--- config.mk ---
export PLATFORM = sky130hd
export DESIGN_NAME = rdid_ctrl
export DESIGN_NICKNAME = d
export VERILOG_FILES = /design/src/rtl/rdid_ctrl.sv
export SDC_FILE = /design/constraint.sdc
export NUM_CORES = 1
export LEC_CHECK = 0
export CORE_MARGIN = 2
export CORE_UTILIZATION = 45
export CTS_CLUSTER_SIZE = 8
export DETAILED_ROUTE_END_ITERATION = 10
export PLACE_DENSITY_LB_ADDON = 0.08
export SLEW_MARGIN = 20
export SYNTH_ARGS = -nofsm -noshare
export SYNTH_HDL_FRONTEND = slang
export SYNTH_SLANG_ARGS = --single-unit
--- constraint.sdc ---
create_clock -name clk -period 2.6 [get_ports clk]
set_clock_uncertainty 0.1 [all_clocks]
set_input_delay 0.78 -clock clk [delete_from_list [all_inputs] [get_ports clk]]
set_output_delay 0.78 -clock clk [all_outputs]
set_load 0.02 [all_outputs]
--- src/rtl/rdid_ctrl.sv ---
// rdid_ctrl: SPI mode-0 master that issues the JEDEC Read-ID opcode to a
// serial flash and captures the returned ID bytes.
//
// Ports:
//   clk       system clock, rising edge
//   reset     asynchronous active-high reset
//   start     level-sampled request, accepted only in IDLE
//   busy      high from acceptance to the end of DONE
//   done      one-cycle pulse; id_data valid from this cycle on
//   id_data   captured ID, first received byte in the MSBs
//   spi_cs_n  chip select, active low
//   spi_sclk  SPI clock, idles low
//   spi_mosi  command data, MSB first
//   spi_miso  flash data out
//
// Optional feature macro: AUTO_RDID_EN -- when defined, one transaction is
// issued automatically STARTUP_CYCLES cycles after every reset release.
module rdid_ctrl #(
    parameter int          CLK_DIV        = 4,
    parameter int          ID_BYTES       = 3,
    parameter logic [7:0]  CMD            = 8'h9F,
    parameter int          STARTUP_CYCLES = 16
) (
    input  logic                    clk,
    input  logic                    reset,
    input  logic                    start,
    output logic                    busy,
    output logic                    done,
    output logic [8*ID_BYTES-1:0]   id_data,
    output logic                    spi_cs_n,
    output logic                    spi_sclk,
    output logic                    spi_mosi,
    input  logic                    spi_miso
);

    localparam int NBITS = 8 * (1 + ID_BYTES);
    localparam int HW    = $clog2(CLK_DIV);
    localparam int BW    = $clog2(NBITS + 1);
    localparam int SW    = 8 * ID_BYTES;

    typedef enum logic [2:0] {
        IDLE,
        CS_SETUP,
        SHIFT,
        CS_HOLD,
        DONE
    } state_t;

    state_t          state;
    logic [HW-1:0]   hcnt;
    logic [BW-1:0]   bcnt;
    logic [SW-1:0]   shreg;
    logic [BW-1:0]   nxt_bit;
    logic            nxt_mosi;
    logic            half_end;
    logic            go;

    assign half_end = (hcnt == HW'(CLK_DIV - 1));

    // MOSI value for the bit following the current one: command bits, then 0.
    always_comb begin
        nxt_bit  = bcnt + BW'(1);
        nxt_mosi = 1'b0;
        if (nxt_bit < BW'(8))
            nxt_mosi = CMD[3'(BW'(7) - nxt_bit)];
    end

`ifdef AUTO_RDID_EN
    localparam int UW = $clog2(STARTUP_CYCLES + 1);
    logic [UW-1:0] su_cnt;
    logic          auto_pend;
    logic          auto_go;

    assign auto_go = auto_pend && (su_cnt == UW'(STARTUP_CYCLES - 1));
    assign go      = (state == IDLE) && (start || auto_go);

    // Startup countdown; any acceptance (start or auto) retires the request.
    always_ff @(posedge clk or posedge reset) begin
        if (reset) begin
            su_cnt    <= '0;
            auto_pend <= 1'b1;
        end else if (go) begin
            auto_pend <= 1'b0;
        end else if (auto_pend && state == IDLE) begin
            su_cnt <= su_cnt + UW'(1);
        end
    end
`else
    assign go = (state == IDLE) && start;
`endif

    always_ff @(posedge clk or posedge reset) begin
        if (reset) begin
            state    <= IDLE;
            hcnt     <= '0;
            bcnt     <= '0;
            shreg    <= '0;
            busy     <= 1'b0;
            done     <= 1'b0;
            id_data  <= '0;
            spi_cs_n <= 1'b1;
            spi_sclk <= 1'b0;
            spi_mosi <= 1'b0;
        end else begin
            done <= 1'b0;
            case (state)
                IDLE: begin
                    if (go) begin
                        state    <= CS_SETUP;
                        hcnt     <= '0;
                        bcnt     <= '0;
                        shreg    <= '0;
                        busy     <= 1'b1;
                        spi_cs_n <= 1'b0;
                        spi_mosi <= CMD[7];
                    end
                end
                CS_SETUP: begin
                    hcnt <= hcnt + HW'(1);
                    if (half_end) begin
                        hcnt  <= '0;
                        state <= SHIFT;
                    end
                end
                SHIFT: begin
                    hcnt <= hcnt + HW'(1);
                    if (half_end) begin
                        hcnt <= '0;
                        if (!spi_sclk) begin
                            // Rising SCLK edge: sample MISO; command-phase bits are dropped.
                            spi_sclk <= 1'b1;
                            if (bcnt >= BW'(8))
                                shreg <= {shreg[SW-2:0], spi_miso};
                        end else begin
                            // Falling SCLK edge: advance to the next bit.
                            spi_sclk <= 1'b0;
                            if (bcnt == BW'(NBITS - 1)) begin
                                state    <= CS_HOLD;
                                spi_mosi <= 1'b0;
                            end else begin
                                bcnt     <= nxt_bit;
                                spi_mosi <= nxt_mosi;
                            end
                        end
                    end
                end
                CS_HOLD: begin
                    hcnt <= hcnt + HW'(1);
                    if (half_end) begin
                        hcnt     <= '0;
                        state    <= DONE;
                        spi_cs_n <= 1'b1;
                        done     <= 1'b1;
                        id_data  <= shreg;
                    end
                end
                DONE: begin
                    hcnt <= hcnt + HW'(1);
                    if (half_end) begin
                        hcnt  <= '0;
                        state <= IDLE;
                        busy  <= 1'b0;
                    end
                end
                default: state <= IDLE;
            endcase
        end
    end

endmodule
==> Flow_metrics.wiki <==
{| class="wikitable"
! Metric !! Value
|-
| Result of the run || finished clean
|-
| Maximum clock insertion buffer count || 2
|-
| Cells after synthesis || 233
|-
| Top cells by count, synth || 63 x sky130_fd_sc_hd__dfrtp_1, 25 x sky130_fd_sc_hd__nand4_1, 24 x sky130_fd_sc_hd__a21bo_1
|-
| Simple-gate share of the synthesized area || 12.9%
|-
| Minimum setup slack after placement || 30.3 ps
|-
| Count of buffers added by post-CTS timing repair for setup || 0
|-
| Overall track demand over capacity in global routing || 16.2%
|-
| Reg-to-reg slack, setup || 520 ps
|-
| Share of power burned in registers || 39.5%
|-
| Synth Net Count || 240
|-
| Combinational Power Share || 32.9%
|-
| EDFF count, synth || 0
|-
| Compound-gate portion of the synthesized area || 14.8%
|-
| Area of the die || 7130 um2
|-
| Routed wire length || 5200 um
|-
| Transition time at the pin with the least slew margin || 1020 ps
|-
| Number of I/O port buffers || 32
|-
| Critical-path cell list || clkdlybuf4s50_1
|-
| Worst path buffer plus inverter count || 1
|-
| Average cell area after synthesis || 12.5 um2
|-
| Worst path required time || 1720 ps
|-
| Max Cap Viol || 0
|-
| CP startpoint kind || flip-flop
|-
| Leakage power || 1.84 nW
|-
| Remaining routing DRC violations || 0
|-
| Clock transition at the registers of the reported paths || 70 ps
|-
| Fraction of layout instances using a drive strength above 1 || 15.8%
|-
| Number of synthesized register bits || 64
|-
| Count of antenna-violating nets left after detailed routing || 0
|-
| Average routed wire per standard cell || 14.9 um
|-
| Adder-cell share of the synthesized area || 1.29%
|-
| Violation count after the first detailed-routing iteration || 99
|-
| Total power draw || 0.00338 W
|-
| Final worst hold slack || 389 ps
|-
| Antenna violations before repair || 0
|-
| Via/cell ratio || 5.36
|-
| Delay contributed by the slowest stage of the critical path || 590 ps
|-
| Yosys warnings || 0
|-
| Final Worst Setup Slack || 267 ps
|-
| Cell with the largest stage delay on the worst path || sky130_fd_sc_hd__clkdlybuf4s50_1
|-
| Chip Width || 84.5 um
|-
| Starting utilization of the core area || 46.1%
|-
| Cell taking the most area after synthesis || sky130_fd_sc_hd__dfrtp_1
|-
| Layout overhead on the synthesized area || 21.3%
|-
| PD cells || 957 nW/um2
|-
| Clock tree from TritonCTS || built
|-
| Category of cells accounting for the largest share of critical-path delay || buffers and inverters
|-
| Switching part of the total || 33.9%
|-
| Net Switching || 0.00115 W
|-
| Critical Path End Type || output port
|-
| Last weighted congestion value of the routability-driven placer || 0.734
|-
| Cts bufs inserted || 9
|-
| DIE HEIGHT || 84.5 um
|-
| Final period util || 89.7%
|-
| Number of primary I/O pins || 33
|-
| Clock Power Share || 27.6%
|-
| # H-tree levels || 3
|-
| Final count of pins violating max slew || 0
|-
| Worst hold-check path type || flip-flop to flip-flop
|-
| Unrepaired setup endpoints after global routing || no
|-
| Clock tree root driver cell || sky130_fd_sc_hd__clkbuf_8
|-
| Final count of hold timing violations || 0
|-
| Global-route wire length before repair || 9130 um
|-
| Cell area after synthesis || 2910 um2
|-
| Worst IR Drop VDD || 0.516 mV
|-
| Critical path type || flip-flop to output port
|-
| Hold Crit Endpoint || id_data[14]
|-
| Most instantiated flip-flop cell in the synthesis netlist || sky130_fd_sc_hd__dfrtp_1
|-
| Number of cells traversed by the worst register-to-register path || 5
|-
| Core box area || 6310 um2
|-
| Most repeated cell in the gate-level netlist after synthesis || sky130_fd_sc_hd__dfrtp_1
|-
| Sequential fraction of the synthesis area || 55.0%
|-
| Cell internal power dissipation || 0.00224 W
|-
| Hold Crit Start || id_data[14]
|-
| Start of the worst register-to-register path || hcnt[0]
|-
| Hold path depth || 1
|-
| Final critical path time including I/O delays and setup || 2330 ps
|-
| Worst path arrival time || 1450 ps
|-
| Setup-failing EPs final || 0
|-
| Total number of vias || 1875
|-
| Clock insertion delay at the later pin of the skew report || 330 ps
|-
| Number of global-route vias before repair || 1846
|-
| Ant diodes || 0
|-
| DP HPWL || 3310 um
|-
| Multiplexer share of the synthesized area || 10.1%
|-
| Capture point of the worst reg-to-reg path || shreg[20]
|-
| Fmax || 429 MHz
|-
| Largest cells by area after synthesis || sky130_fd_sc_hd__dfrtp_1 54%, sky130_fd_sc_hd__a21bo_1 8.2%, sky130_fd_sc_hd__mux2_1 7.0%
|-
| Slew headroom || 32.3%
|-
| Residual overflow from global routing || 0
|-
| Hold bufs inserted after CTS || 0
|-
| Share of flip-flops with an asynchronous set or reset after synthesis || 100%
|-
| Length of the first detailed-routing pass in iterations || 4
|-
| Number of filler instances in the final layout || 551
|-
| Post-CTS resize count || 0
|-
| Sink Count || 64
|-
| Maximum number of pins on one net before global-route repair || 65
|-
| Distinct cells, synth || 47
|-
| XOR/XNOR share of the synthesized area || 2.10%
|-
| Site Rows || 29
|-
| CP Max Fanout || 3
|-
| Area share of the largest cell type after synthesis || 54.1%
|-
| Setup TNS || 0 ps
|-
| Combinational family with the most area after synthesis || compound AO/OA/AOI/OAI gates
|-
| Final net count || 275
|}
## worst max path at each step
stage                  start        end  cells past startpoint
floorplan              reset    bcnt[0]                      1
detailed placement     start  shreg[16]                      4
CTS                 spi_sclk   spi_sclk                      1
finish              spi_cs_n   spi_cs_n                      1
global route        spi_sclk   spi_sclk                      1
global placement       start  shreg[12]                      4
## sequential cells by signal, summed over array words and instances (netlist names)
name      cells
hcnt          2
spi_cs_n      1
busy          1
spi_mosi      1
bcnt          6
spi_sclk      1
shreg        24
state         3
done          1
id_data      24
## cell families (layout without fill, tap and decap cells)
group,after synthesis,count (layout)
adder cells (fa/ha/maj),3,3
flip-flops,64,64
AO/OA/AOI/OAI,48,48
multiplexers,26,26
buffers and inverters,22,62
AND/OR/NAND/NOR,63,63
XOR/XNOR,7,7
## per-layer routing
metal / wire length (um) / GRT usage (%) / share of wire [%]
met3: 175 / 3.93 / 3.4
met5: 0 / 0 / 0
met2: 2230 / 23.7 / 43
met4: 70 / 6.93 / 1.3
met1: 2720 / 23.4 / 52
## through the flow
step,util [%],area (um2),instances
finish,56.0,3530,350
global route,56.0,3530,350
CTS,56.0,3530,350
detailed placement,52.5,3310,334
global placement,52.5,3310,334
floorplan,-,2910,233
## layout by cell type (no fill, tap or decap), types with 2 or more instances in the layout
cell	synthesis	layout
sky130_fd_sc_hd__a211oi_1	2	2
sky130_fd_sc_hd__a21bo_1	24	24
sky130_fd_sc_hd__a21oi_1	5	5
sky130_fd_sc_hd__a22o_1	2	2
sky130_fd_sc_hd__and3_1	3	3
sky130_fd_sc_hd__buf_4	1	7
sky130_fd_sc_hd__bufinv_16	0	2
sky130_fd_sc_hd__clkbuf_8	0	10
sky130_fd_sc_hd__clkdlybuf4s50_1	0	32
sky130_fd_sc_hd__clkinvlp_4	0	2
sky130_fd_sc_hd__dfrtp_1	63	63
sky130_fd_sc_hd__ha_1	3	3
sky130_fd_sc_hd__inv_1	6	5
sky130_fd_sc_hd__mux2_1	18	18
sky130_fd_sc_hd__mux2_2	8	8
sky130_fd_sc_hd__nand2_1	8	8
sky130_fd_sc_hd__nand3_1	2	2
sky130_fd_sc_hd__nand4_1	25	25
sky130_fd_sc_hd__nor2_1	6	6
sky130_fd_sc_hd__nor2b_1	2	2
sky130_fd_sc_hd__nor3_1	6	6
sky130_fd_sc_hd__o21ai_0	3	3
sky130_fd_sc_hd__o31ai_1	2	2
sky130_fd_sc_hd__xnor2_1	3	3
sky130_fd_sc_hd__xor2_1	4	4
## power by group through the flow
stage / clock [W] / sequential [W] / combinational, W
after floorplan: 0 / 0.00144 / 0.000641
after CTS: 0.000959 / 0.00134 / 0.00112
final: 0.000934 / 0.00134 / 0.00111
after global routing: 0.00101 / 0.00137 / 0.00122
after detailed placement: 0 / 0.00136 / 0.00112
after global placement: 0 / 0.00135 / 0.00111
## layout make-up
class	count	area, um2	area share, %
well taps	77	96.3	2.73
multi-input cells	147	1200	33.9
clock buffers	11	141	4.00
clock inverters	5	80.1	2.27
inverters	6	22.5	0.637
flip-flops and latches	64	1600	45.3
repair buffers	40	393	11.1
Power figures use the tool's default switching activity.
